`config.mk`:
```
export PLATFORM = sky130hd
export DESIGN_NAME = fpadd_arbiter
export DESIGN_NICKNAME = d
export VERILOG_FILES = /design/src/rtl/fpadd_arb_pkg.sv /design/src/rtl/fpadd_rr_pick.sv /design/src/rtl/fpadd_arbiter.sv
export SDC_FILE = /design/constraint.sdc
export NUM_CORES = 1
export LEC_CHECK = 0
export ABC_CLOCK_PERIOD_IN_PS = 1500
export CAP_MARGIN = 5
export CORE_AREA = 2 2 153 155
export DETAILED_ROUTE_END_ITERATION = 10
export DIE_AREA = 0 0 155 157
export GPL_ROUTABILITY_DRIVEN = 0
export PLACE_DENSITY = 0.67
export SYNTH_ARGS = -nofsm -noshare
export SYNTH_HDL_FRONTEND = slang
export SYNTH_SLANG_ARGS = --single-unit
```
`constraint.sdc`:
```
create_clock -name clk -period 1.5 [get_ports clk]
set_input_delay 0.15 -clock clk [delete_from_list [all_inputs] [get_ports clk]]
set_output_delay 0.15 -clock clk [all_outputs]
set_load 0.01 [all_outputs]
```
`src/rtl/fpadd_arb_pkg.sv`:
```
// Shared types and helpers for the FP adder arbiter.
// Arbitration mode is selected by FPADD_ARB_RR_EN (defined: round-robin, else fixed priority).
package fpadd_arb_pkg;

    localparam int unsigned FP_W = 32;

    typedef logic [FP_W-1:0] fp32_t;

    // Index of the set bit in a one-hot vector; zero when no bit is set.
    function automatic logic [3:0] onehot_to_idx(input logic [15:0] oh);
        logic [3:0] idx;
        idx = '0;
        for (int i = 0; i < 16; i++) begin
            if (oh[i]) begin
                idx = 4'(i);
            end
        end
        return idx;
    endfunction

endpackage

```
`src/rtl/fpadd_rr_pick.sv`:
```
// Combinational N-way request picker producing a one-hot grant.
// FPADD_ARB_RR_EN defined: search starts at ptr and wraps; undefined: lowest index wins.
module fpadd_rr_pick
    import fpadd_arb_pkg::*;
#(
    parameter int unsigned N = 4,
    localparam int unsigned IdxW = $clog2(N)
) (
    input  logic [N-1:0]    req,
    input  logic [IdxW-1:0] ptr,
    output logic [N-1:0]    gnt
);

`ifdef FPADD_ARB_RR_EN
    always_comb begin
        logic            found;
        logic [IdxW-1:0] idx;
        gnt   = '0;
        found = 1'b0;
        idx   = '0;
        for (int unsigned k = 0; k < N; k++) begin
            idx = IdxW'((32'(ptr) + k) % N);
            if (!found && req[idx]) begin
                gnt[idx] = 1'b1;
                found    = 1'b1;
            end
        end
    end
`else
    always_comb begin
        logic found;
        gnt   = '0;
        found = 1'b0;
        for (int unsigned k = 0; k < N; k++) begin
            if (!found && req[k]) begin
                gnt[k] = 1'b1;
                found  = 1'b1;
            end
        end
    end

    // The pointer only matters for round-robin.
    logic unused_ptr;
    assign unused_ptr = ^ptr;
`endif

endmodule

```
`src/rtl/fpadd_arbiter.sv`:
```
// Shares one FP adder between N requesters; tags each issue and routes the sum back to its owner.
// FPADD_ARB_RR_EN selects round-robin arbitration (default build: fixed priority).
module fpadd_arbiter
    import fpadd_arb_pkg::*;
#(
    parameter int unsigned N   = 4,
    parameter int unsigned LAT = 0
) (
    input  logic              clk,
    input  logic              rst,
    input  logic [N-1:0]      req_valid,
    input  logic [N*FP_W-1:0] req_a,
    input  logic [N*FP_W-1:0] req_b,
    output logic [N-1:0]      req_ready,
    output logic [FP_W-1:0]   add_a,
    output logic [FP_W-1:0]   add_b,
    input  logic [FP_W-1:0]   add_sum,
    output logic [N-1:0]      rsp_valid,
    output logic [FP_W-1:0]   rsp_sum,
    output logic              busy
);

    localparam int unsigned IdxW = $clog2(N);
    localparam int unsigned CntW = $clog2(LAT + 2);

    if (N < 2 || N > 16) begin : g_bad_n
        $error("fpadd_arbiter: N must be in 2..16");
    end
    if (LAT > 15) begin : g_bad_lat
        $error("fpadd_arbiter: LAT must be at most 15");
    end

    logic [N-1:0]    req_live;
    logic [N-1:0]    gnt;
    logic            xfer;
    logic [IdxW-1:0] ptr;

    // Requests are masked during reset so no grant can escape.
    assign req_live = rst ? '0 : req_valid;
    assign xfer     = |gnt;

    fpadd_rr_pick #(
        .N(N)
    ) u_pick (
        .req(req_live),
        .ptr(ptr),
        .gnt(gnt)
    );

`ifdef FPADD_ARB_RR_EN
    logic [IdxW-1:0] ptr_q, ptr_d;
    logic [15:0]     gnt_wide;
    logic [3:0]      gnt_idx;

    always_comb begin
        gnt_wide        = '0;
        gnt_wide[N-1:0] = gnt;
        gnt_idx         = onehot_to_idx(gnt_wide);
        ptr_d           = ptr_q;
        if (xfer) begin
            ptr_d = (32'(gnt_idx) == N - 1) ? '0 : IdxW'(gnt_idx + 4'd1);
        end
    end

    always_ff @(posedge clk) begin
        if (rst) begin
            ptr_q <= '0;
        end else begin
            ptr_q <= ptr_d;
        end
    end

    assign ptr = ptr_q;
`else
    assign ptr = '0;
`endif

    fp32_t sel_a, sel_b;

    always_comb begin
        sel_a = '0;
        sel_b = '0;
        for (int unsigned i = 0; i < N; i++) begin
            if (gnt[i]) begin
                sel_a = req_a[i*FP_W +: FP_W];
                sel_b = req_b[i*FP_W +: FP_W];
            end
        end
    end

    fp32_t           add_a_q, add_b_q, rsp_sum_q;
    logic [N-1:0]    tag_q [LAT+1];
    logic [LAT:0]    tag_vld_q;
    logic [N-1:0]    rsp_valid_q;
    logic [CntW-1:0] cnt_q, cnt_d;
    logic            rsp_fire;

    // The tag leaves the pipe in the cycle add_sum is valid for that issue.
    assign rsp_fire = tag_vld_q[LAT];

    always_comb begin
        cnt_d = cnt_q;
        case ({xfer, rsp_fire})
            2'b10:   cnt_d = cnt_q + CntW'(1);
            2'b01:   cnt_d = cnt_q - CntW'(1);
            default: cnt_d = cnt_q;
        endcase
    end

    always_ff @(posedge clk) begin
        if (rst) begin
            add_a_q     <= '0;
            add_b_q     <= '0;
            tag_vld_q   <= '0;
            rsp_valid_q <= '0;
            rsp_sum_q   <= '0;
            cnt_q       <= '0;
            for (int unsigned k = 0; k <= LAT; k++) begin
                tag_q[k] <= '0;
            end
        end else begin
            if (xfer) begin
                add_a_q <= sel_a;
                add_b_q <= sel_b;
            end
            tag_q[0]     <= gnt;
            tag_vld_q[0] <= xfer;
            for (int unsigned k = 1; k <= LAT; k++) begin
                tag_q[k]     <= tag_q[k-1];
                tag_vld_q[k] <= tag_vld_q[k-1];
            end
            rsp_valid_q <= rsp_fire ? tag_q[LAT] : '0;
            if (rsp_fire) begin
                rsp_sum_q <= add_sum;
            end
            cnt_q <= cnt_d;
        end
    end

    assign req_ready = gnt;
    assign add_a     = add_a_q;
    assign add_b     = add_b_q;
    assign rsp_valid = rsp_valid_q;
    assign rsp_sum   = rsp_sum_q;
    assign busy      = (cnt_q != '0);

endmodule

```
==> flow_summary_export.csv <==
group,metric,value,unit
critical_path,end_kind,"output pin",
yosys,ys_seq_elements,106,
drt,vias,7123,
yosys,synth_area,6190,sq um
drt,ant_nets,0,
timing,slew-limit-headroom,66.0,%
yosys,synth_top_cell_area_share,34.3,%
yosys,ys_seq_area_share,34.3,%
layout,drive_gt1_share,7.40,%
critical_path,max_stage_delay,0.57,ns
floorplan,die_area,24300,sq um
hold_path,hold_class,"in -> reg",
drt,detail_route.iter0.violations,438,
critical_path,critPathBufInv,1,
clocking,post_cts_buffers,0,
pwr,leakage,0.00393,uW
layout,fillers,2212,
clocking,clkLatencyLatePin,0.35,ns
floorplan,io_pins,399,
clocking,clkSlewWorstSetupHoldPaths,0.08,ns
global_routing,grt.overflow.total,0,
layout,final_cell_mix,"386 x clkdlybuf4s50_1, 105 x dfxtp_1, 69 x nor2b_1",
critical_path,crit_arrival,1.31,ns
critical_path,r2r-start,"rsp_fire",
critical_path,cp_top_family,"buffers and inverters",
global_routing,grt_use_met2,35.0,%
drt,drc,0,
global_routing,grt_max_degree,66,
placed_design,dp_hpwl,19900,microns
drt,wl_per_cell,19.1,microns
critical_path,crit_path_start_kind,"flop",
floorplan,num_rows,55,
clocking,cts_max_path_buffers,2,
floorplan,start_util,27.5,%
critical_path,cp_max_fo,2,
job,maxCapViolCount,0,
global_routing,grt_pass1_wl,38600,microns
global_routing,grt_use_total,20.4,%
global_routing,grt_use_met1,25.6,%
layout,area_delta_synth_final,75.8,%
placed_design,io_buffer_count,398,
yosys,netlist_instances,736,
timing,max_freq,685,MHz
timing,period_share,97.3,%
global_routing,top_usage_layer,"met2",
clocking,cts.htree.levels,3,
timing,worst_pin_slew,0.511,ns
clocking,cts_buffers,9,
timing,final-setup-viol-count,0,
critical_path,r2r_slack,0.36,ns
layout,antenna_cells,0,
timing,finalHoldViolations,0,
hold_path,min-delay-start,"rst",
layout,num-nets-final,1397,
global_routing,grt_antenna_before_repair,1,
global_routing,grtUsageMet3,4.90,%
placed_design,dp.cells,1377,
clocking,ctsRootBufferMaster,"clkbuf_16",
pwr,p_per_area,725,nW/um^2
global_routing,grt_pass1_vias,6739,
yosys,avgSynthCellArea,8.41,sq um
yosys,synth_area_leader_cell,"dfxtp_1",
layout,layout_commonest_cell,"clkdlybuf4s50_1",
yosys,synth_cell_type_count,24,
clocking,clkSinkCount,106,
timing,rsz0062_at_grt,"no",
floorplan,chipWidth,155,microns
timing,maxSlewViolCount,0,
yosys,synthesis.nets,1030,
drt,dr.pass1.iters,5,
critical_path,cpMaxStageDelayCell,"clkdlybuf4s50_1",
floorplan,die_y,157,microns
critical_path,regToRegEndpoint,"rsp_valid[1]",
hold_path,hold_end,"add_b[22]",
layout,fin_cells,1393,
timing,whs,0.254,ns
hold_path,holdPathStages,3,
drt,drt_wl_total,26600,microns
yosys,synth_warnings,0,
timing,min_period,1.46,ns
critical_path,crit_type,"reg -> out",
critical_path,cp_data_required_time,1.35,ns
critical_path,reg2reg_depth,3,
critical_path,path_cells,"clkdlybuf4s50_1",
status,outcome,"completed",
clocking,hold_buffers,0,
floorplan,core_area,22500,sq um
clocking,tritoncts,"done",
pwr,vdd_drop_max,480,uV
drt,routed_via_density,5.11,
timing,fin_skew,0.00919,ns
yosys,synth_area_leaders,"dfxtp_1 34%, a221o_1 10%, a22oi_1 7.8%",
[worst max-delay path by stage]
stage / from / end / slack (ns) / cells after the start
final: add_a[30] / add_a[30] / 0.04 / 1
after global routing: add_a[30] / add_a[30] / 0.01 / 1
after CTS: add_a[28] / add_a[28] / 0.01 / 1
after detailed placement: req_valid[1] / req_ready[2] / -0.50 / 4
after global placement: req_valid[1] / req_ready[2] / -0.53 / 4
after floorplan: req_valid[0] / add_a[19] / 0.28 / 6
[synth_stat cells (all sizes together)]
master	instances
nor4	1
nand2	64
mux2i	32
nand2b	1
o21ai	65
or2	1
buf	51
a31oi	64
nand3b	64
and3b	2
a221o	64
a22oi	64
or3	1
clkbuf	44
nor2	33
nor2b	70
xor2	1
and2	4
a21oi	1
nor3	1
nor3b	2
dfxtp	106
[state kept, by name, indices dropped and copies added, names as in the netlist]
name       flops
tag_q          4
rsp_fire       1
add_a         32
rsp_valid      4
add_b         32
busy           1
rsp_sum       32
[logic make-up (layout without fill, tap and decap cells)]
kind of cell              count (synthesis)  in the layout  share of synthesized area (%)
buffers and inverters                    95            467                           8.02
DFF                                     106            106                           34.3
and+or+nand+nor                         244            244                           22.5
AOI/OAI and AO/OA                       258            258                           29.9
xor gates and xnor gates                  1              1                          0.141
muxes                                    32             32                           5.17
[timing repair]
action                     in CTS  in global routing
pin swaps                       1                  0
hold endpoints to repair        0                  0
setup endpoints to repair       6                  2
gates resized for setup        12                  2
[routing by layer]
layer  routed length (microns)  share of wire, %  vias to the layer above
met5                         0                 0                        -
met4                       559               2.1                        0
met3                      2090               7.8                       29
met2                     12900                48                      340
met1                     11100                42                     3275
li1                          -                 -                     3479
[metrics by stage]
step                      setup TNS, ns  setup slack, ns  power [uW]  cell area (sq um)  util [%]
after floorplan                       0            0.282        4080               6190         -
after global placement           -20.35           -0.529        5550              10600      47.0
after detailed placement         -22.15           -0.495        5570              10600      47.0
after CTS                             0           0.0135        8010              10900      48.4
after global routing                  0           0.0123        8260              10900      48.4
final                                 0           0.0401        7890              10900      48.4
[layout make-up]
cell class / instances / area (sq um) / area share (%)
timing repair buffer: 451 / 4510 / 41.4
multi-input combinational: 535 / 3600 / 33.1
sequential: 106 / 2120 / 19.5
tap: 285 / 357 / 3.28
clock buffer: 10 / 239 / 2.19
clock inverter: 6 / 57.6 / 0.529
[power by group]
part           leakage [uW]  switching [uW]  internal (uW)
registers          0.000877             100           3020
clock network      0.000141            1190           1210
logic               0.00291             936           1440
total               0.00393            2230           5670
No activity file was read; power rests on OpenSTA's default activity.
